`config.mk`:
```
export PLATFORM = sky130hd
export DESIGN_NAME = argon_regfile_mp
export DESIGN_NICKNAME = d
export VERILOG_FILES = /design/src/rtl/argon_regfile_mp.sv
export SDC_FILE = /design/constraint.sdc
export NUM_CORES = 1
export LEC_CHECK = 0
export ABC_AREA = 1
export CAP_MARGIN = 20
export CELL_PAD_IN_SITES_DETAIL_PLACEMENT = 0
export CELL_PAD_IN_SITES_GLOBAL_PLACEMENT = 1
export CORE_ASPECT_RATIO = 2
export CORE_MARGIN = 1
export CORE_UTILIZATION = 42
export CTS_CLUSTER_SIZE = 30
export DETAILED_ROUTE_END_ITERATION = 10
export PLACE_DENSITY_LB_ADDON = 0.1
export SYNTH_ARGS = -nofsm -noshare
export SYNTH_HDL_FRONTEND = slang
export SYNTH_SLANG_ARGS = --single-unit
```
`constraint.sdc`:
```
create_clock -name i_Clk -period 8.65 [get_ports i_Clk]
set_input_delay 1.73 -clock i_Clk [delete_from_list [all_inputs] [get_ports i_Clk]]
set_output_delay 1.73 -clock i_Clk [all_outputs]
set_load 0.01 [all_outputs]
```
`src/rtl/argon_regfile_mp.sv`:
```
// Argon register file with hardwired r0, registered bus reads with a one-cycle valid
// strobe, post-incrementing C index for block transfers and a sticky command-conflict flag.
module argon_regfile_mp #(
  parameter int DATA_W   = 16,
  parameter int NUM_REGS = 16,
  parameter int IDX_W    = $clog2(NUM_REGS)
) (
  input  logic              i_Clk,
  input  logic              i_Reset,
  input  logic [DATA_W-1:0] i_bus,
  output logic [DATA_W-1:0] o_bus,
  output logic              o_bus_valid,
  input  logic              i_selectLatch,
  input  logic              i_outputA,
  input  logic              i_outputB,
  input  logic              i_latchC,
  input  logic              i_incC,
  input  logic              i_errClear,
  output logic              o_err,
  output logic [IDX_W-1:0]  o_indexC
);

  typedef enum logic [2:0] {
    CMD_NONE,
    CMD_SEL,
    CMD_RDA,
    CMD_RDB,
    CMD_WRC
  } cmd_e;

  cmd_e              cmd;
  logic [2:0]        cmd_count;
  logic              conflict;
  logic [IDX_W-1:0]  index_a;
  logic [IDX_W-1:0]  index_b;
  logic [IDX_W-1:0]  index_c;
  logic [IDX_W-1:0]  rd_idx;
  logic [IDX_W-1:0]  c_plus;
  logic [IDX_W-1:0]  c_next;
  logic [DATA_W-1:0] rd_data;

  // r0 has no storage; the array starts at r1.
  logic [DATA_W-1:0] regs [1:NUM_REGS-1];

  // Fixed-priority decode: selectLatch > outputA > outputB > latchC.
  always_comb begin
    // NOTE: every always_comb output gets a default first so no path can infer a latch.
    cmd = CMD_NONE;
    if (i_selectLatch)  cmd = CMD_SEL;
    else if (i_outputA) cmd = CMD_RDA;
    else if (i_outputB) cmd = CMD_RDB;
    else if (i_latchC)  cmd = CMD_WRC;
  end

  assign cmd_count = 3'(i_selectLatch) + 3'(i_outputA) + 3'(i_outputB) + 3'(i_latchC);
  assign conflict  = (cmd_count > 3'd1);

  assign rd_idx  = (cmd == CMD_RDA) ? index_a : index_b;
  assign rd_data = (rd_idx == '0) ? '0 : regs[rd_idx];

  // NUM_REGS is a power of two, so top index + 1 rolls to 0; both that and 0 map to 1.
  assign c_plus = index_c + IDX_W'(1);
  assign c_next = (c_plus == '0) ? IDX_W'(1) : c_plus;

  always_ff @(posedge i_Clk or posedge i_Reset) begin
    if (i_Reset) begin
      index_a     <= '0;
      index_b     <= '0;
      index_c     <= '0;
      o_bus       <= '0;
      o_bus_valid <= 1'b0;
      o_err       <= 1'b0;
    end else begin
      // NOTE: sequential state uses non-blocking assignments so every flop samples pre-edge values.
      o_bus_valid <= 1'b0;
      case (cmd)
        CMD_SEL: begin
          index_a <= i_bus[IDX_W-1:0];
          index_b <= i_bus[2*IDX_W-1:IDX_W];
          index_c <= i_bus[3*IDX_W-1:2*IDX_W];
        end
        CMD_RDA, CMD_RDB: begin
          o_bus       <= rd_data;
          o_bus_valid <= 1'b1;
        end
        CMD_WRC: begin
          if (i_incC) index_c <= c_next;
        end
        default: ;
      endcase
      if (conflict)        o_err <= 1'b1;
      else if (i_errClear) o_err <= 1'b0;
    end
  end

  always_ff @(posedge i_Clk or posedge i_Reset) begin
    if (i_Reset) begin
      // NOTE: the storage must clear on reset, so it is built from resettable flops rather than a RAM macro.
      for (int i = 1; i < NUM_REGS; i++) regs[i] <= '0;
    end else if (cmd == CMD_WRC && index_c != '0) begin
      regs[index_c] <= i_bus;
    end
  end

  assign o_indexC = index_c;

endmodule
```
## Yosys cells after proc, flatten, opt, wreduce, memory -nomap -nowiden

Cells that the tools add are included.

- Eq/ne operators: 5
- $lt $le $gt $ge: 4
- Muxes and demuxes: 18
- Add/sub/neg operators: 4
- Reduce and logical (&&, ||, !) cells: 9
- Bitwise gates (word level): 2

Operators with widths:

| cell | count |
|---|---|
| bitwise mux 240 bit | 1 |
| binary-select mux 16 bit (select 4 bit) | 1 |
| demux 16 bit (select 4 bit) | 1 |
| 2-to-1 mux 16 bit | 4 |
| 2-to-1 mux 3 bit | 4 |
| 2-to-1 mux 4 bit | 3 |
| greater-or-equal comparator 5 bit, second input constant | 2 |
| NOT 4 -> 5 bit | 2 |
| zero test 4 bit | 2 |
| one-hot mux 4 bit (2 select lines) | 1 |
| equality test 3 x 2 -> 1 bit, second input constant | 2 |
| less-than comparator 5 x 1 -> 1 bit, second input constant | 1 |
| adder 4 x 1 -> 4 bit, second input constant | 1 |
| nonzero test 2 bit | 2 |
| nonzero test 4 bit | 1 |
| adder 2 x 1 -> 3 bit | 1 |
| adder 3 x 1 -> 3 bit | 1 |
| equality test 3 x 1 -> 1 bit, second input constant | 1 |
| equality test 3 bit, second input constant | 1 |
| greater-than comparator 3 x 1 -> 1 bit, second input constant | 1 |
| 2-to-1 mux 1 bit | 3 |
| adder 1 x 1 -> 2 bit | 1 |
| logical AND 1 bit | 2 |
| != test 2 bit, second input constant | 1 |
| other kinds (2) | 2 |

- Register bits after elaboration: 270
- Output and inout bits: 22
- Logic and storage cells: 63
- Input port bits: 24

## Logic depth before layout (Yosys ltp)

- Depth in word-level cells: 11
- Mapped depth: 14
- Mapped depth without buffers: 12

## Worst setup path before layout

Ideal clock, no wire load.

- Kind: input -> register
- Start point: input i_outputA
- End point: register regs[1] in the netlist's numbering
- Buffers on the path: 2
- Slack: 5.687 ns
- Stages: 8
- Required time: 8.519 ns
- Data arrival time: 2.833 ns
- Path through: nor3_2 -> nand2_2 -> a21oi_2 -> buf_6 -> nand4_2 -> clkbuf_1 -> nand2_1 -> o21ai_1

- Word-level cells in the longest chain between the ends: 4

RTL lines:

| what | RTL line | source |
|---|---|---|
| start: declaration | 14 | `input logic i_outputA,` |
| 2-to-1 mux 3 bit | 50 | `else if (i_outputA) cmd = CMD_RDA;` |
| 2-to-1 mux 3 bit | 49 | `if (i_selectLatch) cmd = CMD_SEL;` |
| equality test 3 bit | 100 | `end else if (cmd == CMD_WRC && index_c != '0) begin` |
| logical AND 1 bit | 100 |  |
| end signal: indexed assignment | 101 | `regs[index_c] <= i_bus;` |
| end: declaration | 43 | `logic [DATA_W-1:0] regs [1:NUM_REGS-1];` |

Every way passes these cells.
A chain may end at the register's enable or synchronous reset.

## Final worst setup path

- Start point: input i_selectLatch
- End point: register o_bus[9]

- Word-level cells in the longest chain between the ends: 8

RTL lines:

| what | RTL line | source |
|---|---|---|
| start: declaration | 13 | `input logic i_selectLatch,` |
| 2-to-1 mux 3 bit (*) | 49 |  |
| equality test 3 x 2 -> 1 bit | 58, 76 |  |
| 2-to-1 mux 4 bit | 58 | `assign rd_idx = (cmd == CMD_RDA) ? index_a : index_b;` |
| NOT 4 -> 5 bit (implied by the code) | 59 | `assign rd_data = (rd_idx == '0) ? '0 : regs[rd_idx];` |
| binary-select mux 16 bit (select 4 bit) | 59 |  |
| 2-to-1 mux 16 bit (implied by the code) (2 in a row) | 59 |  |
| 2-to-1 mux 16 bit | 59 |  |
| end signal: assignment | 83 | `o_bus <= rd_data;` |
| end: declaration | 11 | `output logic [DATA_W-1:0] o_bus,` |

Every way passes the cells marked *; elsewhere a longest branch is shown, timed or not. The select of a mux whose other input is x is not followed.

==> flow_metrics.py <==
metrics = {
    "finish": {
        "drive_gt1_frac": 0.0585,
        "post-route-util": 0.477,
        "antenna_cells": 0,
        "final_cells": 1955,
        "layout_commonest_cell": "nand2_1",
        "fin_nets": 1603,
        "layout_common_cells": "486 x nand2_1, 270 x dfrtp_1, 258 x nand3_1",
        "ff_latch_area_um2": 6760,
        "syn_to_final_growth_pct": 11.2,
        "multi_input_area_um2": 5050,
        "fillers": 2967,
    },
    "worst_setup_path": {
        "crit_type": "input pin to flip-flop",
        "arrival_ns": 5.31,
        "path_cells": "clkdlybuf4s50_1 -> inv_2 -> nand2_1 -> nand2_1 -> buf_4 -> nand2_4 -> buf_4 -> nand2_1 -> nand3_1 -> nand3_1 -> nand2_1 -> nand2_1 -> nand3_1 -> nand2_1",
        "cp_common_cell": "nand2_1",
        "worstPathRequired_ns": 9.09,
        "max_stage_delay_ns": 0.77,
        "endpoint": "o_bus[9]",
        "cpMaxStageDelayCell": "clkdlybuf4s50_1",
        "worst_setup_path_start_kind": "input pin",
        "rr_worst_depth": 7,
        "crit_start": "i_selectLatch",
        "critPathMaxFanout": 55,
        "crit_path_end_kind": "flip-flop",
        "ff2ff_setup_slack_ns": 5.56,
        "rr_startpoint": "o_indexC[0]",
        "timing.rr.end": "regs[46]",
    },
    "cts": {
        "clkTransAtPathRegs_ns": 0.07,
        "cts_resized": 0,
        "root_buffer": "clkbuf_16",
        "clkSinkCount": 270,
        "htree_levels": 1,
        "cts_tree": "done",
        "insertion_delay_ns": 0.55,
        "clk_path_buf_depth": 3,
        "cts_made_buffers": 26,
        "cts_hold_buf": 0,
        "cts_setup_buffers": 0,
    },
    "floorplanning": {
        "start_util": 0.429,
        "core_um2": 29600,
        "die_w_um": 125,
        "die_y_um": 248,
        "row_count": 89,
        "ioPinCount": 46,
        "die_area_um2": 31000,
    },
    "min_path": {
        "hp-start": "regs[50]",
        "min_delay_path_depth": 2,
        "min_path_type": "flip-flop to flip-flop",
    },
    "routing": {
        "maxUsedRoutingLayer": "met4",
        "wirelength_met1_mm": 16.8,
        "dr.pass1.iters": 8,
        "dr_wl_met3_mm": 1.75,
        "wire_per_inst_um": 21.0,
        "antenna_left": 0,
        "drc_errors": 4,
        "vias": 10704,
        "drt_iter0_drc": 740,
        "wirelength_mm": 41.1,
        "viasPerCell": 5.48,
        "wl_met2_mm": 21.5,
    },
    "timing": {
        "clock_skew_ns": 0.00734,
        "rsz0062_at_grt": "no",
        "tightest_slew_ns": 1.13,
        "tns_ns": 0,
        "finalSetupViolCount": 0,
        "slew_viol_final": 0,
        "max_freq_mhz": 205,
        "finalHoldViolCount": 0,
        "period_needed_ns": 4.87,
        "slew_headroom": 0.243,
        "period_share": 0.563,
    },
    "yosys": {
        "synth-async-reset-ratio": 1.00,
        "synth_seq_cells": 270,
        "synth_nets": 1628,
        "avgSynthCellArea_um2": 7.95,
        "synth_edf_count": 0,
        "synthCells": 1599,
        "yosysUniqueCellTypes": 30,
        "dominantRegCellSynth": "dfrtp_1",
        "ys_warn_count": 0,
        "synth_seq_area_share": 0.531,
        "synthesis.area_um2": 12700,
    },
    "global_route": {
        "grt_pass1_wl_mm": 64.7,
        "grt_max_degree": 178,
        "grt_use_total": 0.277,
        "grt_overflow": 0,
        "antenna_found_initial": 0,
        "grt_pass1_vias": 10676,
    },
    "run": {
        "maxCapViolCount": 0,
    },
    "power_and_ir_drop": {
        "power_w": 0.00325,
        "power_density_nw_per_um2": 230,
        "ir_drop_v": 0.000154,
        "p_leak_nw": 6.48,
    },
    "placed_design": {
        "gp_congestion": 0.778,
        "place.detailed.hpwl_mm": 23.8,
        "io_buffers": 45,
        "dp_cells": 1910,
    },
    "outcome": {
        "status": "complete, but fails checks",
        "violations": "DRC",
    },
}
-- layer usage --
layer	track usage	up-vias
met5	0	-
met3	0.0260	63
met2	0.518	235
met4	0.0875	0
met1	0.333	5268
li1	-	5138
-- synth_stat cells, types with 2 or more instances --
master / instances / share of area
inv_2: 2 / 0.00059
nor2_2: 2 / 0.00098
xor2_1: 2 / 0.0014
o21ai_0: 145 / 0.057
buf_4: 14 / 0.0083
dfrtp_1: 270 / 0.53
nand2_1: 488 / 0.14
buf_2: 41 / 0.016
o21ai_2: 2 / 0.0014
nand4_1: 3 / 0.0015
inv_1: 107 / 0.032
a21oi_1: 23 / 0.0091
o221ai_1: 2 / 0.0014
nor2_1: 57 / 0.017
ha_1: 4 / 0.0039
buf_1: 2 / 0.00059
clkbuf_1: 61 / 0.018
nand3_1: 258 / 0.10
nor4_2: 2 / 0.0020
nand3_2: 9 / 0.0071
o21ai_1: 90 / 0.035
nand2_2: 4 / 0.0020
a31oi_1: 3 / 0.0015
o22ai_1: 2 / 0.00098
-- power breakdown --
part           internal [W]  total, W  switching (W)
Combinational      0.000204  0.000562       0.000357
Clock              0.000653   0.00117       0.000512
Sequential          0.00143   0.00153      0.0000988
Total               0.00228   0.00325       0.000969
-- sequential cells by signal (all words and copies together), names as in the netlist --
name,flops
index_a,4
index_b,4
o_bus,16
o_bus_valid,1
o_err,1
o_indexC,4
regs,240
-- metrics by stage --
stage / hold slack [ns] / worst slack, ns / area (um^2)
2_1_floorplan: 0.453 / 3.35 / 12700
6_report: 0.484 / 3.78 / 14100
3_5_place_dp: 0.473 / 3.18 / 13300
4_1_cts: 0.490 / 3.79 / 14100
3_3_place_gp: 0.466 / 3.28 / 13300
5_1_grt: 0.501 / 3.42 / 14100
-- cells by family after synthesis --
kind of cell,share of synthesized area
simple gates,0.278
flops,0.531
compound gates,0.108
buf+inv,0.0761
fa+ha+maj,0.00551
xor+xnor,0.00138
-- worst min path at each step --
stage | end | slack [ns]
after floorplan | regs[140] | 0.45
after global placement | regs[172] | 0.47
after detailed placement | regs[173] | 0.47
after CTS | regs[173] | 0.49
after global routing | regs[169] | 0.50
final | regs[50] | 0.48
-- cell type report --
type	count	area share
multi-input cells	1101	0.357
well taps	364	0.0322
clock buffers	33	0.0515
inverters	109	0.0292
flip-flops and latches	270	0.478
repair buffers	66	0.0439
clock inverters	12	0.00832
-- worst max-delay path, delay by kind of cell --
kind          cells  cell delay (ns)
simple gates     10             1.71
buf+inv           4             1.80
No activity file was read; power rests on OpenSTA's default activity.
==> RTL change: new RTL, config.mk and constraints unchanged <==
The parameter `DATA_W` goes from 16 to 20.
--- a/src/rtl/argon_regfile_mp.sv
+++ b/src/rtl/argon_regfile_mp.sv
@@ -3,3 +3,3 @@
 module argon_regfile_mp #(
-  parameter int DATA_W   = 16,
+  parameter int DATA_W   = 20,
   parameter int NUM_REGS = 16,
Ports: changed (resized i_bus and o_bus); port bits go from 46 to 54. The function was not compared with the original's and may differ.
==> RTL change against the original RTL <==
- worst setup slack lost 0.69 ns
- clock skew increased by 0.0059 ns
- wire length increased by 22%
- sequential cell count up 64
- synthesized area rose by 22%
- design area rose by 24%
- power increased by 25%
- critical endpoint is now o_bus[14]
- largest cell class unchanged
- register-to-register slack worse by 0.14 ns
==> RTL change: results (changes against the original RTL) <==
met3 Use GR 0.03093 (was 0.02599); adder-cell area share of the yosys netlist 0.004526 (was 0.005510); Rel. slew slack 0.2647 (was 0.2426); pwr dens 233.3 nW/um2 (was 230.0 nW/um2); Post-DP Area 16,260 um2 (was 13,300 um2); Total GRT Usage 0.2786 (was 0.2767); top post-synthesis cells by count nand2_1, dfrtp_1, nand3_1 (unchanged); via/cell ratio 5.436 (was 5.475); initial DRC count 1,001 (was 740); Filler Cell Count 3,730 (was 2,967); outcome completed (was finished, violations left); Routability Congestion 0.7967 (was 0.7778); sequential area share after synthesis 0.5399 (was 0.5313); met1 usage 0.3649 (was 0.3333); Port Buf Inserts 53 (was 45); routed wire length 50,020 um (was 41,150 um); Max VDD drop 183.9 uV (was 154.2 uV); CP arrival 5.98 ns (was 5.31 ns); post-route insts no fill 2,397 (was 1,955); CP max stage delay 1.01 ns (was 0.77 ns); ratio of cells with drive above 1 in the final layout 0.05661 (was 0.05845); Reg power frac 0.459 (was 0.469); Netlist cell types 26 (was 30); met2 Use GR 0.4728 (was 0.5177); largest net degree at the start of global routing 180 (was 178); met3 wire length 2302 um (was 1746 um); Worst-Skew Late Latency 0.53 ns (was 0.55 ns); H-tree levels 2 (was 1); Syn Nets 1,982 (was 1,628); first-pass GRT wire length 77,430 um (was 64,700 um); Setup WS pre-CTS 2.562 ns (was 3.184 ns); vias in the first global route 12,707 (was 10,676); Met2 Wirelength 24,830 um (was 21,530 um); Syn Area/Cell 7.942 um2 (was 7.952 um2); Reg2Reg Depth 10 (was 7); clk_skew 0.01326 ns (was 0.007338 ns); HPWL after DPL 26,950 um (was 23,770 um); WL met1 21,370 um (was 16,790 um); placed insts 2,333 (was 1,910); P_clk 0.00153 W (was 0.00117 W); Compound-Gate Fraction of Synth Area 0.1066 (was 0.1080); Synth Area in XOR/XNOR 0.001132 (was 0.001378); Crit Path Max Fanout 71 (was 55); cell family with most CP delay simple AND/OR/NAND/NOR gates (was buffers and inverters); router iterations before antenna repair 5 (was 8); leakage 8.027 nW (was 6.484 nW); Largest regs regs: 300 flops, o_bus: 20 flops (was regs: 240 flops, o_bus: 16 flops); top cells by area, synth dfrtp_1, nand2_1, nand3_1 (unchanged)
==> RTL change: cell types whose count changed in the layout (fill, tap and decap cells not counted), moves of 34 or more <==
cell	before	now
dfrtp_1	270	334
nor2_1	57	23
o21ai_0	145	250
o21ai_1	87	40
nand3_1	258	315
nand2_1	486	619
inv_1	106	149
==> RTL change: worst paths after layout <==
check / start / to / slack [ns]
setup / recovery: i_selectLatch / o_bus[14] / 3.09
hold / removal: regs[54] / regs[54] / 0.48
setup reg to reg: index_b[0] / o_bus[14] / 5.42
hold reg to reg: regs[54] / regs[54] / 0.48
max in group asynchronous: i_Reset / regs[74] / 5.65
min in group asynchronous: i_Reset / o_indexC[2] / 1.46
==> RTL change: area by class of cell <==
type                       count  area, um2  share of cell area
timing repair buffer          83      830.8             0.04756
clock inverter                10      91.34            0.005229
inverter                     151      570.5             0.03266
tap                          454      568.0             0.03252
clock buffer                  51       1059             0.06060
multi-input combinational   1314       5991              0.3430
sequential                   334       8358              0.4785
